===== config.mk =====
export PLATFORM = sky130hd
export DESIGN_NAME = rr_capture_arb
export DESIGN_NICKNAME = d
export VERILOG_FILES = /design/src/rtl/rr_capture_arb.sv
export SDC_FILE = /design/constraint.sdc
export NUM_CORES = 1
export LEC_CHECK = 0
export ABC_AREA = 0
export CAP_MARGIN = 40
export CORE_AREA = 2 2 39 41
export DETAILED_ROUTE_END_ITERATION = 10
export DIE_AREA = 0 0 41 43
export PLACE_DENSITY = 0.42
export SYNTH_ARGS = -nofsm -noshare
export SYNTH_HDL_FRONTEND = slang
export SYNTH_SLANG_ARGS = --single-unit

===== constraint.sdc =====
create_clock -name clk -period 1.31 [get_ports clk]
set_clock_uncertainty 0.15 [all_clocks]
set_input_delay 0.131 -clock clk [delete_from_list [all_inputs] [get_ports clk]]
set_output_delay 0.131 -clock clk [all_outputs]
set_load 0.01 [all_outputs]

===== src/rtl/rr_capture_arb.sv =====
`default_nettype none
// ============================================================================
// Module   : rr_capture_arb
// Purpose  : Round-robin arbiter feeding one shared capture register. Each
//            cycle the register can take a word, the highest-priority active
//            requester (starting from an internal pointer) is granted, and its
//            data word is registered into q with a valid/ready handshake.
// Options  : RR_ARB_LOCK_EN - adds the lock port; a locked winner keeps top
//            priority for back-to-back bursts instead of passing it on.
// Revision : 1.0 - initial release
// ============================================================================
module rr_capture_arb #(
    parameter int NREQ = 2,
    parameter int DW   = 1,
    parameter int PW   = $clog2(NREQ)
) (
    input  logic              clk,
    input  logic              rst,
    input  logic [NREQ-1:0]   req,
    input  logic [NREQ*DW-1:0] data,
    output logic [NREQ-1:0]   gnt,
    output logic [DW-1:0]     q,
    output logic [DW-1:0]     q_n,
    output logic [PW-1:0]     q_src,
    output logic              q_valid,
    input  logic              q_ready
`ifdef RR_ARB_LOCK_EN
    ,
    input  logic [NREQ-1:0]   lock
`endif
);

    // Index of the last requester, and NREQ widened to hold ptr+offset sums.
    localparam logic [PW-1:0] c_last = PW'(NREQ - 1);
    localparam logic [PW:0]   c_nreq = (PW + 1)'(NREQ);

    logic [DW-1:0] w_data_arr [NREQ];
    logic [PW-1:0] r_ptr;
    logic [DW-1:0] r_q;
    logic [PW-1:0] r_src;
    logic          r_valid;

    logic          w_accept;
    logic          w_found;
    logic          w_grant;
    logic [PW-1:0] w_winner;
    logic [PW:0]   w_idx;
    logic [PW-1:0] w_next_ptr;

    // Split the flattened data bus into one word per requester.
    for (genvar i = 0; i < NREQ; i++) begin : g_unpack
        assign w_data_arr[i] = data[i*DW +: DW];
    end

    // The register can load whenever it is empty or being drained this cycle.
    assign w_accept = !r_valid || q_ready;
    assign w_grant  = w_accept && w_found && !rst;

    // Rotating priority scan: first active request at ptr, ptr+1, ... wrapping
    // modulo NREQ so non-power-of-two counts never yield an out-of-range index.
    always_comb begin
        w_found  = 1'b0;
        w_winner = '0;
        w_idx    = '0;
        for (int k = 0; k < NREQ; k++) begin
            w_idx = {1'b0, r_ptr} + (PW + 1)'(k);
            if (w_idx >= c_nreq) begin
                w_idx = w_idx - c_nreq;
            end
            if (!w_found && req[w_idx[PW-1:0]]) begin
                w_found  = 1'b1;
                w_winner = w_idx[PW-1:0];
            end
        end
    end

    // One-hot grant, suppressed under back-pressure and while in reset.
    always_comb begin
        gnt = '0;
        if (w_grant) begin
            gnt[w_winner] = 1'b1;
        end
    end

    // Priority passes to the requester after the winner; a locked winner keeps it.
    always_comb begin
        w_next_ptr = (w_winner == c_last) ? '0 : w_winner + 1'b1;
`ifdef RR_ARB_LOCK_EN
        if (lock[w_winner]) begin
            w_next_ptr = w_winner;
        end
`endif
    end

    // Capture register and priority pointer; an empty accept cycle drops valid.
    always_ff @(posedge clk or posedge rst) begin
        if (rst) begin
            r_q     <= '0;
            r_src   <= '0;
            r_valid <= 1'b0;
            r_ptr   <= '0;
        end else if (w_accept) begin
            if (w_grant) begin
                r_q     <= w_data_arr[w_winner];
                r_src   <= w_winner;
                r_valid <= 1'b1;
                r_ptr   <= w_next_ptr;
            end else begin
                r_valid <= 1'b0;
            end
        end
    end

    assign q       = r_q;
    assign q_n     = ~r_q;
    assign q_src   = r_src;
    assign q_valid = r_valid;

endmodule
`default_nettype wire


==> metrics, run 1 <==
clk slew on worst S/H paths=40 ps; number of CTS-inserted buffers=3; Hold Vio Cnt, Final=0; CP max FO=2; Post-Syn Area per Cell=9.593 um^2; via count=253; core area=1384 um^2; P per Cell Area=1006 nW/um^2; Yosys top cell by area=dfrtp_1; post-placement cell count=59; antenna diode count=0; crit path cell chain=and2b_2, nor4_4, buf_2; max-slew violations=0; RePlAce Congestion=0.6061; Cell variety after synth=16; DRT Pass-1 Iters=2; syn_nets=31; Slew HR=0.8637; Worst setup EP type=primary output; min setup slack post-route=-184.8 ps; die area=1763 um^2; fin crit share=1.141; Synth top area share=0.4348; Yosys reg bits=4; Mapped Area=230.2 um^2; DR iter-0 viols=1; most frequent cell after synthesis=dfrtp_1; Worst Max-Slew Pin Slew=203.0 ps; Hold/Removal Path Class=in -> async; EDFF count, synth=0; global-route wire length before repair=1.055 mm; Finish-stage setup viols=2; GR Util met2=0.1250; Detailed Route WL=648 um; CTS root buf=clkbuf_4; CP Launch Type=register; Worst VDD drop=354.4 uV; Seq/Total Area, Yosys=0.4348; vias in the first global route=272; Fillers=158; CTS hold repair buffers=0; CTS H-tree lvls=1; non-filler cells in the finished layout=63; DRC viols=0; failing checks=setup timing; Synth Warn #=0; Critical Path RT=1030 ps; Pwr Total=459.6 uW; Lkg Pwr=0.2243 nW; status=finished with violations; DR WL/cell=10.29 um; starting density of the core=0.1664; Site Rows=14; Congestion Overflow GR=0; achievable frequency=669.0 MHz; share of cells above drive strength 1=0.4468; critical path class=reg -> out; initial antenna violation count=0; Crit path largest cell delay=360 ps; I/O Pins=13; DR vias/cell=4.016; top post-synthesis cells by area=dfrtp_1, nor4_4, and2b_1; clock buffer depth=2; Slowest cell on crit path=dfrtp_1; GRT busiest layer=met2; CTS tree=built; Post-synth ARST share=1.000; largest net degree at the start of global routing=5; chip width=41 um; CTS Sinks=4; final setup TNS=-323.7 ps; final net count=56; Worst-Skew Late Latency=230 ps; GRT met3 Usage=0.04712; Die Span Y=43 um; Post-DP HPWL=522.8 um; Syn Inst Count=24; post-route ant nets=0; Primary FF master, synth=dfrtp_1; Synth-to-Final Area Change=98.37%; Total GRT Usage=0.08963; max cap viols=0; GR Util met1=0.1104; min Tclk post-route=1495 ps; crit path DAT=1210 ps; RSZ-0062 raised after global routing=yes; I/O Buffers=12
report_power, final:
part | total (mW) | switching, mW | leakage, nW | internal [mW]
logic | 0.158 | 0.0689 | 0.164 | 0.0887
registers | 0.154 | 0.00980 | 0.0460 | 0.144
clock network | 0.148 | 0.0458 | 0.0138 | 0.102
total | 0.460 | 0.125 | 0.224 | 0.335
sequential cells by signal, summed over array words and instances, names as in the netlist:
name and flops:
q_src 1, q 1, q_valid 1, r_ptr 1
layout by cell type, fill, tap and decap left out, types with 2 or more instances in the layout:
master / instances
buf_4: 7
dlygate4sd2_1: 5
clkdlybuf4s50_1: 4
dfrtp_1: 4
clkbuf_4: 3
and2b_2: 2
a21oi_1: 2
nand2_1: 2
inv_1: 2
buf_2: 2
repair_timing:
item | 4_1_cts | 5_1_grt
setup endpoints to repair | 6 | 6
buffers inserted | 2 | 1
resized for setup | 18 | 5
pin swaps | 1 | 1
endpoints found under the hold margin | 0 | 0
metrics by stage:
step / cell area, um^2 / hold slack [ps] / setup WS (ps) / utilization
2_1_floorplan: 230.2 / -252.9 / 46.46 / -
3_3_place_gp: 422.9 / 318.0 / -602.7 / 0.3056
3_5_place_dp: 422.9 / 325.5 / -610.2 / 0.3056
4_1_cts: 451.7 / 133.8 / -184.3 / 0.3264
5_1_grt: 456.7 / 167.3 / -237.2 / 0.3300
6_report: 456.7 / 137.0 / -184.8 / 0.3300
cell type report:
class | instances | area, um^2 | share of cell area
timing repair buffer | 20 | 167.7 | 0.3671
multi-input combinational | 17 | 135.1 | 0.2959
sequential | 4 | 100.1 | 0.2192
clock buffer | 3 | 22.52 | 0.04932
tap | 16 | 20.02 | 0.04384
inverter | 3 | 11.26 | 0.02466
worst paths after layout:
| kind | start | endpoint | slack [ps] | cells past startpoint |
|---|---|---|---|---|
| max in group asynchronous | rst | q | 720 | 3 |
| hold reg to reg | q_src | q_src | 330 | 1 |
| setup reg to reg | q_valid | r_ptr | 40 | 4 |
| hold / removal | rst | q_src | 140 | 3 |
| setup / recovery | q_valid | gnt[1] | -180 | 3 |
| min in group clk | q_ready | q_valid | 240 | 3 |
critical path, delay by kind of cell (launching register included):
family / cells / cell delay (ps)
flip-flops: 1 / 360
buffers and inverters: 1 / 170
AND/OR/NAND/NOR: 2 / 450
kinds of logic (layout without fill, tap and decap cells):
group                  count (synthesis)  after routing  synth area share
DFF                                    4              4            0.4348
and+or+nand+nor                        9              9            0.2826
AOI/OAI and AO/OA                      8              8            0.2337
buffers and inverters                  3             26           0.04891
per-layer routing:
layer,vias up,routed length [um]
li1,128,-
met1,116,312
met5,-,0
met3,0,43
met4,0,0
met2,9,292
Power figures use the tool's default switching activity.
==> inputs of run 2 (changes only) <==
--- a/config.mk
+++ b/config.mk
@@ -7,10 +7,13 @@
 export LEC_CHECK = 0
 export ABC_AREA = 0
 export CAP_MARGIN = 40
+export CELL_PAD_IN_SITES_DETAIL_PLACEMENT = 1
+export CELL_PAD_IN_SITES_GLOBAL_PLACEMENT = 2
 export CORE_AREA = 2 2 39 41
 export DETAILED_ROUTE_END_ITERATION = 10
 export DIE_AREA = 0 0 41 43
-export PLACE_DENSITY = 0.42
+export GPL_TIMING_DRIVEN = 0
+export PLACE_DENSITY = 0.66
 export SYNTH_ARGS = -nofsm -noshare
 export SYNTH_HDL_FRONTEND = slang
 export SYNTH_SLANG_ARGS = --single-unit
==> metrics, run 2 (synthesized netlist as in run 1, its figures left out) <==
Lkg Pwr=0.2161 nW (-3.6%); DP Worst Slack=-650.9 ps (-40.77 ps); final net count=52 (-7.1%); Worst Max-Slew Pin Slew=221.8 ps (+18.81 ps); CP max FO=2 (unchanged); DR iter-0 viols=0 (-1); Fillers=172 (+8.9%); worst r2r src=q_valid; max cap viols=0 (unchanged); chip width=41 um (unchanged); GR Util met1=0.1201 (+0.009740); DR vias/cell=4.034 (+0.45%); largest net degree at the start of global routing=5 (unchanged); core area=1384 um^2 (unchanged); DR WL/cell=10.66 um (+3.6%); CTS root buf=clkbuf_4; I/O Buffers=12 (unchanged); min setup slack post-route=-198.3 ps (-13.45 ps); via count=238 (-5.9%); critical path class=reg -> out; starting density of the core=0.1664 (unchanged); worst hold path depth=3; P per Cell Area=1069 nW/um^2 (+6.2%); Multi-input gate area=132.6 um^2 (-1.9%); max-slew violations=0 (unchanged); CTS Sinks=4 (unchanged); post-route ant nets=0 (unchanged); RePlAce Congestion=0.6259 (+3.3%); FF-to-FF path depth=4 (unchanged); Detailed Route WL=629 um (-2.9%); initial antenna violation count=0 (unchanged); GRT met3 Usage=0.03141 (-0.01571); CTS tree=built; Critical Path RT=1030 ps (about the same); commonest non-fill, non-tap cells in the layout=dlygate4sd2_1, dfrtp_1, clkbuf_4, clkdlybuf4s50_1, buf_4; Congestion Overflow GR=0 (unchanged); leading cell type in the layout, fill and taps excluded=dlygate4sd2_1; Worst setup EP type=primary output; achievable frequency=663.0 MHz (-0.89%); final setup TNS=-365.7 ps (-42.07 ps); clk slew on worst S/H paths=40 ps (about the same); min Tclk post-route=1508 ps (+13.45 ps); Slew HR=0.8510 (-0.01263); Hold/Removal Path Class=in -> reg; DRT Pass-1 Iters=1 (-1); global-route wire length before repair=1.000 mm (-5.2%); Worst Hold Launch=req[1]; Die Span Y=43 um (unchanged); GR Util met2=0.1094 (-0.01563); I/O Pins=13 (unchanged); GRT busiest layer=met1; Hold Vio Cnt, Final=0 (unchanged); DRC viols=0 (unchanged); clock buffer depth=2 (unchanged); share of cells above drive strength 1=0.3721 (-0.07472); Finish-stage setup viols=2 (unchanged); status=finished with violations; Total GRT Usage=0.08761 (-0.002014); crit path DAT=1230 ps (+20 ps); antenna diode count=0 (unchanged); Worst-Skew Late Latency=230 ps (about the same); RSZ-0062 raised after global routing=yes; CP Launch Type=register; die area=1763 um^2 (unchanged); failing checks=setup timing; CTS H-tree lvls=1 (unchanged); FF+latch area=100.1 um^2 (unchanged); Post-DP HPWL=460.3 um (-12%); Worst VDD drop=375.0 uV (+5.8%); Worst Setup SP=q_valid; fin crit share=1.151 (+0.01027); final cell utilization of the core=0.3038 (-0.02622); vias in the first global route=251 (-7.7%); Synth-to-Final Area Change=82.61%; Site Rows=14 (unchanged); number of CTS-inserted buffers=3 (unchanged)
-- run 2: cell types whose count changed in the layout (fill, tap and decap cells not counted), sizes merged --
cell,previous run,this run
clkdlybuf4s15,1,0
dlygate4sd3,0,1
clkdlybuf4s50,4,3
buf,10,5
dlymetal6s2s,0,1
clkbuf,3,4
-- run 2: path summary, 6_finish.rpt --
check,slack [ps],endpoint
setup / recovery,-200,gnt[1]
hold / removal,150,q_valid
setup reg to reg,30,r_ptr
hold reg to reg,320,q_src
max in group asynchronous,460,q_src
min in group asynchronous,400,r_ptr
-- run 2: per-stage QoR --
stage,total power [mW],std cells,hold WS [ps],area (um^2)
floorplan,0.2192,24,-252.9,230.2
global placement,0.2989,52,307.7,370.4
detailed placement,0.2998,52,312.6,370.4
CTS,0.4526,58,235.3,404.1
global route,0.4848,59,181.9,420.4
finish,0.4494,59,147.0,420.4
-- run 2: worst max-delay path, stage by stage, from the launching register on --
cell     delay (ps)
dfrtp_1         360
and2b_2         220
nor4_4          230
buf_2           180
-- run 2: metal layers --
| layer | routed length (um) | share of wire |
|---|---|---|
| met5 | 0 | 0 |
| met3 | 71 | 0.11 |
| met1 | 253 | 0.40 |
| met4 | 0 | 0 |
| met2 | 304 | 0.48 |
-- run 2: final cells by class --
type	instances	share of cell area
clock buffer	3	0.05357
inverter	3	0.02679
multi-input combinational	17	0.3155
sequential	4	0.2381
tap	16	0.04762
timing repair buffer	16	0.3185
-- run 2: power breakdown --
part	switching, mW	total, mW	internal, mW
clock	0.0506	0.153	0.102
sequential	0.0101	0.154	0.144
combinational	0.0660	0.142	0.0761
total	0.127	0.449	0.323
-- run 2: timing repair --
| action | CTS | global route |
|---|---|---|
| hold buffers | 1 | 0 |
| gates resized for setup | 16 | 5 |
| pin swaps | 2 | 1 |
| endpoints found under the setup margin | 6 | 5 |
| hold endpoints to repair | 4 | 0 |
| setup buffers | 2 | 2 |
